===== src/rtl/fir_mac_scheduler.sv =====
// fir_mac_scheduler: time-multiplexed tap controller for an 8-tap FIR.
// Accepts one sample per computation over a valid/ready stream, shifts it
// into the delay line, runs one shared WIDTHxWIDTH multiply per cycle to fill
// the product bank, captures the external sum tree result and returns it on
// an output valid/ready stream.
//
// Ports:
//   clk, rst_n              clock, asynchronous active-low reset
//   coef_we/addr/data       coefficient bank write (accepted only in IDLE)
//   s_valid/s_ready/s_data  input sample stream
//   prod_flat               registered product bank, tap k at [PWIDTH*(k+1)-1 -: PWIDTH]
//   sum_in                  signed sum of prod_flat from the external sum tree
//   m_valid/m_ready/m_data  output result stream
//   busy                    high whenever the controller is not in IDLE
//
// Optional feature (macro FIR_MAC_COEF_ERR_EN): adds coef_err (sticky flag
// for dropped coefficient writes) and coef_err_clr (clears it on next edge).
module fir_mac_scheduler #(
    parameter int unsigned WIDTH  = 16,
    parameter int unsigned TAPS   = 8,
    parameter int unsigned PWIDTH = 2 * WIDTH,
    parameter int unsigned AW     = $clog2(TAPS)
) (
    input  logic                       clk,
    input  logic                       rst_n,
    input  logic                       coef_we,
    input  logic [AW-1:0]              coef_addr,
    input  logic signed [WIDTH-1:0]    coef_data,
    input  logic                       s_valid,
    output logic                       s_ready,
    input  logic signed [WIDTH-1:0]    s_data,
    output logic [PWIDTH*TAPS-1:0]     prod_flat,
    input  logic signed [PWIDTH+3:0]   sum_in,
    output logic                       m_valid,
    input  logic                       m_ready,
    output logic signed [PWIDTH+3:0]   m_data,
`ifdef FIR_MAC_COEF_ERR_EN
    output logic                       coef_err,
    input  logic                       coef_err_clr,
`endif
    output logic                       busy
);

    localparam int unsigned SWIDTH = PWIDTH + 4;

    typedef enum logic [1:0] {
        S_IDLE = 2'd0,
        S_MAC  = 2'd1,
        S_SUM  = 2'd2,
        S_OUT  = 2'd3
    } state_t;

    state_t                    r_state;
    state_t                    w_state_nxt;

    logic signed [WIDTH-1:0]   r_delay [TAPS];
    logic signed [WIDTH-1:0]   r_coef  [TAPS];
    logic signed [PWIDTH-1:0]  r_prod  [TAPS];
    logic [AW-1:0]             r_k;
    logic signed [SWIDTH-1:0]  r_m_data;
    logic                      r_m_valid;
    logic                      r_busy;

    logic                      w_accept;
    logic                      w_coef_wr;
    logic                      w_coef_drop;
    logic                      w_addr_ok;
    logic signed [WIDTH-1:0]   w_mul_a;
    logic signed [WIDTH-1:0]   w_mul_b;
    logic signed [PWIDTH-1:0]  w_mul_p;

    assign w_addr_ok = (32'(coef_addr) < TAPS);

    // Shared multiplier: operands selected by the running tap index
    assign w_mul_a = r_delay[r_k];
    assign w_mul_b = r_coef[r_k];
    assign w_mul_p = PWIDTH'(w_mul_a) * PWIDTH'(w_mul_b);

    // State register
    always_ff @(posedge clk or negedge rst_n) begin
        if (!rst_n) begin
            r_state <= S_IDLE;
        end else begin
            r_state <= w_state_nxt;
        end
    end

    // Next-state and handshake decode
    always_comb begin
        w_state_nxt = r_state;
        w_accept    = 1'b0;
        w_coef_wr   = 1'b0;
        w_coef_drop = 1'b0;
        case (r_state)
            S_IDLE: begin
                w_accept    = s_valid;
                w_coef_wr   = coef_we & w_addr_ok;
                w_coef_drop = coef_we & ~w_addr_ok;
                if (s_valid) begin
                    w_state_nxt = S_MAC;
                end
            end
            S_MAC: begin
                w_coef_drop = coef_we;
                if (r_k == AW'(TAPS - 1)) begin
                    w_state_nxt = S_SUM;
                end
            end
            S_SUM: begin
                w_coef_drop = coef_we;
                w_state_nxt = S_OUT;
            end
            S_OUT: begin
                w_coef_drop = coef_we;
                if (m_ready) begin
                    w_state_nxt = S_IDLE;
                end
            end
            default: begin
                w_state_nxt = S_IDLE;
            end
        endcase
    end

    // Datapath: delay line, coefficient bank, product bank, result register
    always_ff @(posedge clk or negedge rst_n) begin
        if (!rst_n) begin
            for (int i = 0; i < int'(TAPS); i++) begin
                r_delay[i] <= '0;
                r_coef[i]  <= '0;
                r_prod[i]  <= '0;
            end
            r_k       <= '0;
            r_m_data  <= '0;
            r_m_valid <= 1'b0;
            r_busy    <= 1'b0;
        end else begin
            // Coefficient write and sample accept may share an edge; MAC
            // starts on the following cycle and so sees the new coefficient.
            if (w_coef_wr) begin
                r_coef[coef_addr] <= coef_data;
            end
            if (w_accept) begin
                r_delay[0] <= s_data;
                for (int i = 1; i < int'(TAPS); i++) begin
                    r_delay[i] <= r_delay[i-1];
                end
                r_k    <= '0;
                r_busy <= 1'b1;
            end
            if (r_state == S_MAC) begin
                r_prod[r_k] <= w_mul_p;
                r_k         <= r_k + AW'(1);
            end
            if (r_state == S_SUM) begin
                r_m_data  <= sum_in;
                r_m_valid <= 1'b1;
            end
            if (r_state == S_OUT && m_ready) begin
                r_m_valid <= 1'b0;
                r_busy    <= 1'b0;
            end
        end
    end

`ifdef FIR_MAC_COEF_ERR_EN
    logic r_coef_err;

    // Sticky dropped-write flag; a new drop outranks a same-cycle clear
    always_ff @(posedge clk or negedge rst_n) begin
        if (!rst_n) begin
            r_coef_err <= 1'b0;
        end else if (w_coef_drop) begin
            r_coef_err <= 1'b1;
        end else if (coef_err_clr) begin
            r_coef_err <= 1'b0;
        end
    end

    assign coef_err = r_coef_err;
`else
    logic w_unused_drop;
    assign w_unused_drop = w_coef_drop;
`endif

    // Flatten product bank for the sum tree
    for (genvar g = 0; g < int'(TAPS); g++) begin : g_flat
        assign prod_flat[PWIDTH*(g+1)-1 -: PWIDTH] = r_prod[g];
    end

    assign s_ready = (r_state == S_IDLE);
    assign m_valid = r_m_valid;
    assign m_data  = r_m_data;
    assign busy    = r_busy;

endmodule


===== config.mk =====
export PLATFORM = sky130hd
export DESIGN_NAME = fir_mac_scheduler
export DESIGN_NICKNAME = d
export VERILOG_FILES = /design/src/rtl/fir_mac_scheduler.sv
export SDC_FILE = /design/constraint.sdc
export NUM_CORES = 2
export LEC_CHECK = 0
export CORE_AREA = 3 3 311 313
export CTS_BUF_LIST = sky130_fd_sc_hd__clkbuf_8
export DETAILED_ROUTE_END_ITERATION = 12
export DIE_AREA = 0 0 314 316
export PLACE_DENSITY = 0.65
export SYNTH_ARGS = -nofsm -noshare
export SYNTH_HDL_FRONTEND = slang
export SYNTH_SLANG_ARGS = --single-unit

===== constraint.sdc =====
create_clock -name clk -period 12.05 [get_ports clk]
set_input_delay 2.41 -clock clk [delete_from_list [all_inputs] [get_ports clk]]
set_output_delay 2.41 -clock clk [all_outputs]
set_load 0.02 [all_outputs]

==> flow_summary_export.csv <==
group,metric,value,unit
drt,drtIter0Drc,1620,
timing,tightest_slew,1200,ps
timing,drv_slew,0,
die,die_w,314,um
timing,hold_ws,470,ps
die,coreArea,0.0946,mm^2
timing,period_share,72.6,%
drt,vias,22600,
logic_synthesis,async_flop_share,100,%
logic_synthesis,yosysUniqueCellTypes,63,
clock_tree,clock_latency,740,ps
logic_synthesis,synth-edff-count,0,
drt,firstDrtPassIters,6,
logic_synthesis,seq_area_frac_synth,42.2,%
die,die_h,316,um
finish,area_growth,21.4,%
finish,nNetsFinal,3721,
clock_tree,cts_buffers,94,
setup_path,r2r_end,"prod_flat[61]$_DFFE_PN0P_",
setup_path,worstSetupStartpointType,"register",
logic_synthesis,avgSynthCellArea,11.2,um^2
finish,final_common_cell,"dfrtp_1",
setup_path,crit_path_end,"prod_flat[61]$_DFFE_PN0P_",
finish,drive_gt1_share,18.4,%
timing,slew_headroom,17.5,%
timing,final.setup.tns,0,ps
clock_tree,cts_setup_buffers,0,
die,rows,113,
global_routing,grt_pass1_vias,23300,
drt,route.detailed.drc,0,
clock_tree,htreeDepth,3,
timing,hold_viol_final,0,
placed_design,port_buffers,370,
clock_tree,cts_root_buffer,"clkbuf_8",
setup_path,path_max_fanout,28,
setup_path,required,12590,ps
min_path,min_path_type,"register to register",
global_routing,gr-total-overflow,0,
global_routing,grtUsageTotal,17.8,%
clock_tree,clkTransAtPathRegs,60,ps
setup_path,startpoint,"r_k[0]$_DFFE_PN0P_",
drt,final_antenna_net_count,0,
logic_synthesis,yosysWarningCount,0,
global_routing,grt_pass1_wl,138000,um
die,dieArea,0.0992,mm^2
placed_design,gp_congestion,0.866,
drt,via_per_inst,4.88,
global_routing,grt_max_degree,172,
setup_path,r2r_slack,3300,ps
clock_tree,clk_path_buf_depth,3,
clock_tree,ctsHoldBuffers,0,
drt,wl,87800,um
outcome,outcome,"finished, final reports clean",
timing,fin_skew,74.2,ps
finish,final_cell_mix,"dfrtp_1 (552), nand2_1 (421), clkdlybuf4s50_1 (369)",
clock_tree,ctsResizeCount,0,
run,cap_violations,0,
logic_synthesis,synthFlopType,"dfrtp_1",
logic_synthesis,synth_area,0.0329,mm^2
placed_design,dp_hpwl,63400,um
clock_tree,cts_tree,"yes",
timing,post-route-min-period,8750,ps
die,ios,371,
logic_synthesis,netlist_instances,2928,
setup_path,end_kind,"register",
drt,avgRoutedWirePerCell,19.0,um
setup_path,worstPathArrival,9290,ps
logic_synthesis,ys_seq_elements,555,
die,initial_core_util,34.8,%
setup_path,path_class,"register to register",
setup_path,r2r-start,"r_k[0]$_DFFE_PN0P_",
logic_synthesis,synth_nets,3354,
timing,rsz0062_at_grt,"false",
global_routing,antenna_found_initial,6,
setup_path,rr_worst_depth,20,
clock_tree,clkSinkCount,555,
timing,setup_viol,0,
timing,timing.fmax,0.114,GHz
[sequential cells by signal, indices dropped and copies added, names as in the netlist]
name       count
m_data        36
busy           1
r_delay      128
r_k            3
r_coef       128
prod_flat    256
m_valid        1
r_state        2
[cells by family after synthesis]
logic type                 share of synthesized area [%]
and+or+nand+nor                                     10.5
DFF                                                 42.2
buffers and inverters                               5.16
muxes                                               15.8
AOI/OAI and AO/OA                                   6.29
adders and majority gates                           19.3
xor gates and xnor gates                           0.757
[how the worst min path moves through the flow]
stage | end | from | slack [ps] | cells after the start
2_1_floorplan | r_coef[48]$_DFFE_PN0P_ | r_coef[48]$_DFFE_PN0P_ | 470 | 1
3_3_place_gp | prod_flat[130]$_DFFE_PN0P_ | prod_flat[130]$_DFFE_PN0P_ | 460 | 2
3_5_place_dp | prod_flat[67]$_DFFE_PN0P_ | prod_flat[67]$_DFFE_PN0P_ | 460 | 2
4_1_cts | prod_flat[163]$_DFFE_PN0P_ | prod_flat[163]$_DFFE_PN0P_ | 480 | 2
5_1_grt | prod_flat[132]$_DFFE_PN0P_ | prod_flat[132]$_DFFE_PN0P_ | 490 | 2
6_report | prod_flat[163]$_DFFE_PN0P_ | prod_flat[163]$_DFFE_PN0P_ | 470 | 2
[Yosys cell counts (3+ instances only)]
cell type  instances  area, um^2
mux4_2            64        1440
or4_1              3        22.5
dfrtp_1          555       13900
xor2_1             9        78.8
o21a_1             5        37.5
clkbuf_1         115         432
buf_2             18        90.1
o31ai_1           25         188
a21oi_1           57         285
inv_1            293        1100
or2_2             25         156
nor3b_1            3        22.5
nand2b_1          43         269
xnor2_1           15         131
nand2_1          425        1600
nor2b_1            9        56.3
nand3_1           45         225
o21ai_2            8        70.1
or3_1             37         231
o21ai_0          208        1040
o311ai_0           8        70.1
a21o_1            10        75.1
nor3_1            10        50.1
mux2i_1           28         280
mux2_2           310        3490
fa_1             262        5250
nand4_1            5        31.3
buf_1             17        63.8
and3_1             5        31.3
ha_1              88        1100
and2_1             5        31.3
nor2_1           179         672
a211o_1            3        26.3
[per-layer routing]
layer	GRT usage [%]	up-vias	wire length, um
met5	0	-	45
met4	4.63	6	1640
met3	3.59	112	5580
met2	29.1	676	41300
met1	24.3	11400	39200
li1	-	10400	-
[critical path, stage by stage, from the launching register on]
cell       delay, ps
dfrtp_4          790
buf_4            520
mux4_2           570
mux2i_1          860
nor2_1           150
fa_1             590
fa_1             430
fa_1             560
fa_1             440
fa_1             490
inv_1             50
fa_1             470
inv_1             40
ha_1             380
a21o_1           270
a31o_1           290
a221o_1          440
a2111oi_4        370
a21boi_2         120
xnor2_2          510
o21ai_0          210
[metrics by stage]
| step | instance area (um^2) | setup slack, ps | util (%) | std cells |
|---|---|---|---|---|
| after global routing | 39900 | 2690 | 42.2 | 4621 |
| after detailed placement | 38100 | 3200 | 40.2 | 4464 |
| final | 39900 | 3300 | 42.2 | 4623 |
| after CTS | 39900 | 3180 | 42.2 | 4621 |
| after global placement | 38100 | 3330 | 40.2 | 4464 |
| after floorplan | 32900 | 4420 | - | 2928 |
[area by class of cell]
| class | count | area, um^2 |
|---|---|---|
| inverters | 293 | 1100 |
| fillers | 8950 | 54600 |
| flip-flops and latches | 555 | 13900 |
| clock buffers | 112 | 1540 |
| well taps | 1265 | 1580 |
| repair buffers | 422 | 4120 |
| multi-input cells | 1929 | 17400 |
| clock inverters | 45 | 317 |
| diodes | 2 | 5.00 |
Power is left out: the tool's default activity adds up to more than one toggle a clock period on the data nets, which glitch-free logic cannot reach.
